[config.mk]
export PLATFORM = sky130hd
export DESIGN_NAME = seq_mult_nbit
export DESIGN_NICKNAME = d
export VERILOG_FILES = /design/src/rtl/seq_mult_pkg.sv /design/src/rtl/chunk_mult_u8.sv /design/src/rtl/seq_mult_nbit.sv
export SDC_FILE = /design/constraint.sdc
export NUM_CORES = 1
export LEC_CHECK = 0
export CORE_MARGIN = 2
export CORE_UTILIZATION = 60
export CTS_CLUSTER_SIZE = 16
export DETAILED_ROUTE_END_ITERATION = 8
export PLACE_DENSITY = 0.9
export SETUP_SLACK_MARGIN = 0.5
export SLEW_MARGIN = 20
export SYNTH_ARGS = -nofsm -noshare
export SYNTH_HDL_FRONTEND = slang
export SYNTH_SLANG_ARGS = --single-unit
[constraint.sdc]
create_clock -name i_clk -period 8.7 [get_ports i_clk]
set_input_delay 0.87 -clock i_clk [delete_from_list [all_inputs] [get_ports i_clk]]
set_output_delay 0.87 -clock i_clk [all_outputs]
set_load 0.005 [all_outputs]
[src/rtl/seq_mult_pkg.sv]
// Shared constants and FSM state type for the chunked sequential multiplier.
// Latency: n/a (declarations only).
// Backpressure: n/a.
package seq_mult_pkg;

    // Width of one operand chunk fed to the shared 8x8 multiplier
    localparam int CHUNK_W = 8;

    typedef enum logic [1:0] {
        IDLE = 2'd0,
        CALC = 2'd1,
        FIX  = 2'd2,
        DONE = 2'd3
    } state_t;

endpackage

[src/rtl/chunk_mult_u8.sv]
// Unsigned CHUNK_W x CHUNK_W -> 2*CHUNK_W combinational multiplier.
// Latency: 0 cycles (purely combinational).
// Backpressure: none; output follows inputs.
module chunk_mult_u8
    import seq_mult_pkg::*;
(
    input  logic [CHUNK_W-1:0]   a,
    input  logic [CHUNK_W-1:0]   b,
    output logic [2*CHUNK_W-1:0] p
);

    assign p = (2*CHUNK_W)'(a) * (2*CHUNK_W)'(b);

endmodule

[src/rtl/seq_mult_nbit.sv]
// Sequential signed/unsigned DATA_W x DATA_W multiplier built from one shared 8x8 unit.
// Latency: capture edge T -> o_valid after edge T+NPP+1 (T+1 for zero operands when SEQ_MULT_ZERO_SKIP_EN).
// Backpressure: o_ready only in IDLE; result held in DONE until i_ready, one operation in flight.
// Optional feature macro: SEQ_MULT_ZERO_SKIP_EN (zero operand bypasses CALC).
module seq_mult_nbit
    import seq_mult_pkg::*;
#(
    parameter int DATA_W = 16
)
(
    input  logic                i_clk,
    input  logic                i_rst,
    input  logic                i_valid,
    output logic                o_ready,
    input  logic [DATA_W-1:0]   i_a,
    input  logic [DATA_W-1:0]   i_b,
    input  logic                i_signed,
    output logic                o_valid,
    input  logic                i_ready,
    output logic [2*DATA_W-1:0] o_z
);

    localparam int NCHUNK = DATA_W / CHUNK_W;
    localparam int NPP    = NCHUNK * NCHUNK;
    localparam int CNT_W  = $clog2(NCHUNK);
    localparam int PROD_W = 2 * DATA_W;
    localparam logic [CNT_W-1:0] CNT_MAX = CNT_W'(NCHUNK - 1);

    state_t               state_q;
    state_t               state_d;
    logic [DATA_W-1:0]    mag_a_q;
    logic [DATA_W-1:0]    mag_b_q;
    logic                 sign_q;
    logic [PROD_W-1:0]    acc_q;
    logic [CNT_W-1:0]     ci_q;
    logic [CNT_W-1:0]     cj_q;

    logic                 capture;
    logic                 step;
    logic                 fix;
    logic                 ack;
    logic                 last_pp;

    logic [DATA_W-1:0]    abs_a;
    logic [DATA_W-1:0]    abs_b;
    logic [CHUNK_W-1:0]   chunk_a;
    logic [CHUNK_W-1:0]   chunk_b;
    logic [2*CHUNK_W-1:0] pp;
    logic [PROD_W-1:0]    pp_shift;

    // Magnitudes of the incoming operands; the most negative value maps onto
    // 2^(DATA_W-1), which still fits unsigned in DATA_W bits.
    always_comb begin
        abs_a = i_a;
        abs_b = i_b;
        if (i_signed && i_a[DATA_W-1]) abs_a = (~i_a) + DATA_W'(1);
        if (i_signed && i_b[DATA_W-1]) abs_b = (~i_b) + DATA_W'(1);
    end

    assign last_pp = (ci_q == CNT_MAX) && (cj_q == CNT_MAX);

    // Select the current chunk pair and align its partial product to 8*(i+j)
    always_comb begin
        chunk_a  = mag_a_q[ci_q*CHUNK_W +: CHUNK_W];
        chunk_b  = mag_b_q[cj_q*CHUNK_W +: CHUNK_W];
        pp_shift = PROD_W'(pp) << (CHUNK_W * (int'(ci_q) + int'(cj_q)));
    end

    chunk_mult_u8 u_chunk_mult (
        .a (chunk_a),
        .b (chunk_b),
        .p (pp)
    );

    // FSM state register
    always_ff @(posedge i_clk or posedge i_rst) begin
        if (i_rst) state_q <= IDLE;
        else       state_q <= state_d;
    end

    // Next-state logic and per-state datapath enables
    always_comb begin
        state_d = state_q;
        o_ready = 1'b0;
        capture = 1'b0;
        step    = 1'b0;
        fix     = 1'b0;
        ack     = 1'b0;
        case (state_q)
            IDLE: begin
                o_ready = 1'b1;
                if (i_valid) begin
                    capture = 1'b1;
                    state_d = CALC;
`ifdef SEQ_MULT_ZERO_SKIP_EN
                    // A zero magnitude means a zero product: the cleared accumulator is already the answer
                    if ((abs_a == '0) || (abs_b == '0)) state_d = FIX;
`endif
                end
            end
            CALC: begin
                step = 1'b1;
                if (last_pp) state_d = FIX;
            end
            FIX: begin
                fix     = 1'b1;
                state_d = DONE;
            end
            DONE: begin
                if (i_ready) begin
                    ack     = 1'b1;
                    state_d = IDLE;
                end
            end
            default: state_d = IDLE;
        endcase
    end

    // Operand capture, partial-product accumulation, sign fix-up and result hold
    always_ff @(posedge i_clk or posedge i_rst) begin
        if (i_rst) begin
            mag_a_q <= '0;
            mag_b_q <= '0;
            sign_q  <= 1'b0;
            acc_q   <= '0;
            ci_q    <= '0;
            cj_q    <= '0;
            o_z     <= '0;
            o_valid <= 1'b0;
        end else begin
            if (capture) begin
                mag_a_q <= abs_a;
                mag_b_q <= abs_b;
                sign_q  <= i_signed & (i_a[DATA_W-1] ^ i_b[DATA_W-1]);
                acc_q   <= '0;
            end
            if (step) begin
                acc_q <= acc_q + pp_shift;
                // j is the inner index; both wrap to 0 after the last pair
                if (cj_q == CNT_MAX) begin
                    cj_q <= '0;
                    ci_q <= (ci_q == CNT_MAX) ? '0 : ci_q + CNT_W'(1);
                end else begin
                    cj_q <= cj_q + CNT_W'(1);
                end
            end
            if (fix) begin
                o_z     <= sign_q ? (~acc_q + PROD_W'(1)) : acc_q;
                o_valid <= 1'b1;
            end
            if (ack) begin
                o_valid <= 1'b0;
            end
        end
    end

endmodule

# After elaboration in Yosys (flattened, before gate mapping)
# Index checks and enable logic that the tools add are counted.
# totals
register_bits	102
inputBits	37
output_inout_bits	34
wordCells	59
# op_classes
n_addsub	7
n_mul	1
eq_ne	6
shift	3
mux	20
bitwise_logic	5
reduce_logical	8
# op_table
cell	count
32-bit 2-to-1 mux	3
16-bit by 1-bit adder with 16-bit output (second input constant)	2
32-bit by 1-bit adder with 32-bit output (second input constant)	1
32-bit adder	1
16-bit 2-to-1 mux	2
16-bit NOT	2
32-bit NOT	1
16-bit by 5-bit indexed part select with 8-bit output	2
16-bit by 5-bit << shifter with 32-bit output	1
8-bit by 8-bit multiplier with 16-bit output	1
1-bit 2-to-1 mux	11
2-bit case mux with 4 select lines	1
2-bit 2-to-1 mux	3
2-bit != test (second input constant)	3
2-bit equality test (second input constant)	2
2-bit nonzero test	2
1-bit logical AND	3
3-bit AND reduction	1
1-bit adder (second input constant)	2
1-bit by 1-bit adder with 2-bit output	1
2-bit by 1-bit equality test with 1-bit output (second input constant)	1
2-bit zero test	1
2-bit AND reduction	1
1-bit bitwise AND	1
1-bit XOR	1

# Depth between registers and ports, before layout
# depth
ltp_word	5
mapped_depth	30
depth_no_buf	29

# Modules after synthesis
# From an unflattened synthesis, not the netlist that was laid out.
# unflattened
cells_unflattened	1098
area_unflattened_um2	9339.0
# modules_own_cells
mod	n_inst	cells_each	area_per_inst_um2	seq_area_each_um2
seq_mult_nbit	1	855	7216.9	2552.4
chunk_mult_u8	1	243	2122.0	0.0

# Worst setup path before layout
# Ideal clock, no wire load.
# synth_timing
path_kind	register to register
from	register ci_q
to	register acc_q[24]
setup_ns	0.121
arrival_time_ns	7.141
t_required_ns	8.579
path_slack_ns	1.438
stages_incl_launch_ff	30
n_path_buf	1
period_less_slack_ns	7.262
path_cell_list	dfrtp_1 clkbuf_1 mux2i_1 or2_2 fa_1 fa_1 inv_1 fa_1 inv_1 fa_1 inv_1 ha_1 o21ai_0 o21ai_0 a31oi_1 o21bai_1 a21oi_1 xor2_1 mux2_2 nor2_1 ha_1 a21o_1 a221o_1 a21o_1 a22oi_1 a21oi_1 a221o_1 a21oi_1 xnor2_1 a22o_1
# synth_between
elab_chain_len	5
elab_cells_between_ends	6
classes_between	add/sub (2); mul (1); shift (2); mux (1)
# synth_lines
item	line_no	source
from (decl)	seq_mult_nbit.sv:35	logic [CNT_W-1:0] ci_q;
from (signal assigned)	seq_mult_nbit.sv:142	ci_q <= (ci_q == CNT_MAX) ? '0 : ci_q + CNT_W'(1);
16-bit by 5-bit indexed part select with 8-bit output	seq_mult_nbit.sv:64	chunk_a = mag_a_q[ci_q*CHUNK_W +: CHUNK_W];
8-bit by 8-bit multiplier with 16-bit output	chunk_mult_u8.sv:12	assign p = (2*CHUNK_W)'(a) * (2*CHUNK_W)'(b);
16-bit by 5-bit << shifter with 32-bit output (*)	seq_mult_nbit.sv:66	pp_shift = PROD_W'(pp) << (CHUNK_W * (int'(ci_q) + int'(cj_q)));
32-bit adder (*)	seq_mult_nbit.sv:138	acc_q <= acc_q + pp_shift;
32-bit 2-to-1 mux (*)	seq_mult_nbit.sv:137	if (step) begin
to (signal assigned)	seq_mult_nbit.sv:138	
to (decl)	seq_mult_nbit.sv:34	logic [PROD_W-1:0] acc_q;
# Mark *: on every way between the ends. The rest lies on a longest branch, timed or not.
# A chain may end at the register's enable or synchronous reset.

# Final worst setup path
# Ends and elaborated chain as after synthesis.

==> flow_summary.yaml <==
floorplan:
  initial_core_util: 0.6162
  core_area_um2: 14590
  chipWidth_um: 126.4
  die_outline_area_um2: 15980
  ioPinCount: 71
  vertical_die_dimension_um: 126.4
  fp-row-count: 44
global_route:
  globalRouteOverflowTotal: 0
  grt_pass1_vias: 7521
  grt_pass1_wl_um: 35630
  grt_antenna_before_repair: 0
  grt_use_total: 0.2713
  maximum_number_of_pins_on_one_net_before_global_route_repair: 96
setup_path:
  startpoint_type: "register"
  cp-end-kind: "register"
  worstPathMaxFanout: 10
  critPathMostFrequentCell: "sky130_fd_sc_hd__fa_1"
  max_stage_delay_ns: 0.61
  cp.required_ns: 8.95
  timing_worst_setup_path_type: "reg2reg"
  slowest_stage: "sky130_fd_sc_hd__dfrtp_4"
  critical_path_arrival_ns: 8.07
timing:
  layout_min_cycle_time_ns: 7.817
  timing.final.max_slew_violations: 0
  finalSetupViolCount: 0
  min_period_over_period: 0.8985
  postLayoutSetupSlackWorst_ns: 0.8831
  clock_skew_ns: 0.01057
  unrepaired_setup_endpoints_after_global_routing: "false"
  transition_time_at_the_pin_with_the_least_slew_margin_ns: 1.037
  setup_tns_ns: 0
  final-hold-violation-count: 0
  clock.fmax_mhz: 127.9
  slew-limit-headroom: 0.3084
drt:
  routed_length_per_instance_um: 16.52
  vias: 7762
  drt_pre_antenna_iters: 6
  drt_first_iter_violations: 738
  ant_nets: 0
  vias_per_cell: 5.998
  detail_route.drc_violations: 0
  route.final.wire_length_um: 21380
status:
  status: "finished clean"
clock_tree:
  cts_buffer_depth: 2
  clkLatencyLatePin_ns: 0.36
  cts_made_buffers: 9
  root_buffer: "sky130_fd_sc_hd__clkbuf_16"
  tritoncts_num_sinks: 102
  htree_num_levels: 3
  cts_tree: "done"
  cts.reportedPaths.clkPinSlew_ns: 0.08
synthesis:
  ys_seq_elements: 102
  netlist-cell-type-count: 59
  postSynthAreaPerCell_um2: 8.465
  synth_top_flop_cell: "sky130_fd_sc_hd__dfrtp_1"
  postSynth.asyncResetShare: 1.000
  yosys_warnings: 0
  synth_enable_flop_cells: 0
  synth.top_cells.by_area: "sky130_fd_sc_hd__dfrtp_1 (28%), sky130_fd_sc_hd__ha_1 (10%), sky130_fd_sc_hd__fa_1 (8.2%), sky130_fd_sc_hd__xor2_1 (5.7%), sky130_fd_sc_hd__o21ai_0 (5.6%)"
  synthesis.area_um2: 8990
  net_count_synth: 1211
  yosys.area.top_type_share: 0.2839
  synth-seq-area-share: 0.2839
  synth_top_area_cell: "sky130_fd_sc_hd__dfrtp_1"
  synth_cells: 1062
place:
  place_congestion: 0.9804
  buffer_ports.inserted: 70
  detailedPlacementHpwl_um: 16110
  post-place-ws_ns: 0.7507
  placed_cells: 1278
finish:
  post_route_cells_drive_above_1_share: 0.06036
  final_cell_count_no_fill: 1294
  syn_to_final_growth_pct: 13.90
  nNetsFinal: 1254
  n_antenna_cell: 0
  fillers: 1097
hold_path:
  worst_hold_path_type: "reg2reg"
job:
  maxCapViolations: 0
[critical path, delay by kind of cell, from the launching register on]
kind,cells,cell delay (ns)
AO/OA/AOI/OAI,13,2.93
adder cells (fa/ha/maj),6,2.83
flip-flops,1,0.61
XOR/XNOR,2,0.29
multiplexers,2,0.47
buffers and inverters,3,0.16
AND/OR/NAND/NOR,2,0.40
[through the flow]
step                      utilization  area, um2  hold slack (ns)
after floorplan                     -       8990           0.4492
after global placement         0.6720       9803           0.4608
after detailed placement       0.6720       9803           0.4694
after CTS                      0.6935      10120           0.4847
after global routing           0.7019      10240           0.5179
final                          0.7019      10240           0.4959
[final cells by class]
class	count	area, um2	area share
Multi-Input combinational cell	850	6150	0.6006
Sequential cell	102	2557	0.2498
Timing Repair Buffer	74	730.7	0.07136
Inverter	68	257.7	0.02517
Tap cell	184	230.2	0.02248
Clock buffer	9	225.2	0.02199
Clock inverter	7	88.84	0.008675
[path summary, 6_finish.rpt]
| kind | start | end | slack [ns] | cells after the start |
|---|---|---|---|---|
| worst max-delay path | ci_q$_DFFE_PP0P_ | acc_q[24]$_DFFE_PP0P_ | 0.88 | 28 |
| worst min-delay path | mag_b_q[1]$_DFFE_PP0P_ | mag_b_q[1]$_DFFE_PP0P_ | 0.50 | 2 |
| worst max register to register | ci_q$_DFFE_PP0P_ | acc_q[24]$_DFFE_PP0P_ | 0.88 | 28 |
| worst min register to register | mag_b_q[1]$_DFFE_PP0P_ | mag_b_q[1]$_DFFE_PP0P_ | 0.50 | 2 |
| max in group asynchronous | i_rst | acc_q[31]$_DFFE_PP0P_ | 6.64 | 3 |
| min in group asynchronous | i_rst | mag_a_q[6]$_DFFE_PP0P_ | 0.86 | 2 |
[what timing repair did]
action | 4_1_cts | 5_1_grt
endpoints found under the hold margin | 0 | 0
endpoints found under the setup margin | 0 | 9
setup buffers | 0 | 0
hold buffers | 0 | 0
gates resized for setup | 0 | 21
[logic make-up (layout without fill, tap and decap cells)]
group / Yosys count / after routing / share of synthesized area
buffers and inverters: 110 / 158 / 0.04593
AND/OR/NAND/NOR: 352 / 352 / 0.1801
multiplexers: 34 / 34 / 0.03925
XOR/XNOR: 96 / 96 / 0.09520
flip-flops: 102 / 102 / 0.2839
adder cells (fa/ha/maj): 112 / 112 / 0.1868
AO/OA/AOI/OAI: 256 / 256 / 0.1688
[cells in the mapped netlist (7+ instances only)]
library cell,n
sky130_fd_sc_hd__ha_1,75
sky130_fd_sc_hd__o31ai_1,11
sky130_fd_sc_hd__dfrtp_1,102
sky130_fd_sc_hd__clkbuf_1,34
sky130_fd_sc_hd__nor2b_1,9
sky130_fd_sc_hd__mux2i_1,27
sky130_fd_sc_hd__a21oi_1,74
sky130_fd_sc_hd__or3_1,9
sky130_fd_sc_hd__inv_1,68
sky130_fd_sc_hd__o21ai_0,100
sky130_fd_sc_hd__and2_1,7
sky130_fd_sc_hd__nor2_1,115
sky130_fd_sc_hd__a21o_1,17
sky130_fd_sc_hd__buf_1,8
sky130_fd_sc_hd__o21bai_1,9
sky130_fd_sc_hd__nand2_1,131
sky130_fd_sc_hd__fa_1,37
sky130_fd_sc_hd__nand3_1,13
sky130_fd_sc_hd__nor3_1,16
sky130_fd_sc_hd__or2_2,13
sky130_fd_sc_hd__xor2_1,58
sky130_fd_sc_hd__xnor2_1,37
[layout by cell type, fill, tap and decap left out, drive strengths merged, types with 17 or more instances in the layout]
cell type	Yosys	routed
nand2	131	131
ha	75	75
mux2i	27	27
o21ai	102	102
xnor2	37	37
a21o	17	17
fa	37	37
nor2	115	115
a21oi	74	74
nor3	18	18
xor2	58	58
inv	68	71
clkdlybuf4s50	0	70
dfrtp	102	102
[registers in the layout (all words and copies together) (netlist names), 2 cells and up]
register,count
acc_q,32
mag_a_q,16
mag_b_q,16
o_z,32
state_q,2
[metal layers]
layer  global-route usage  up-vias  part of all wire
li1                     -     3726                 -
met1               0.3531     3621              0.42
met2               0.4627      341              0.48
met3              0.03332       74             0.061
met4               0.1073        0             0.036
met5                    0        -                 0
Power is left out: the tool's default activity adds up to more than one toggle a clock period on the data nets, which glitch-free logic cannot reach.
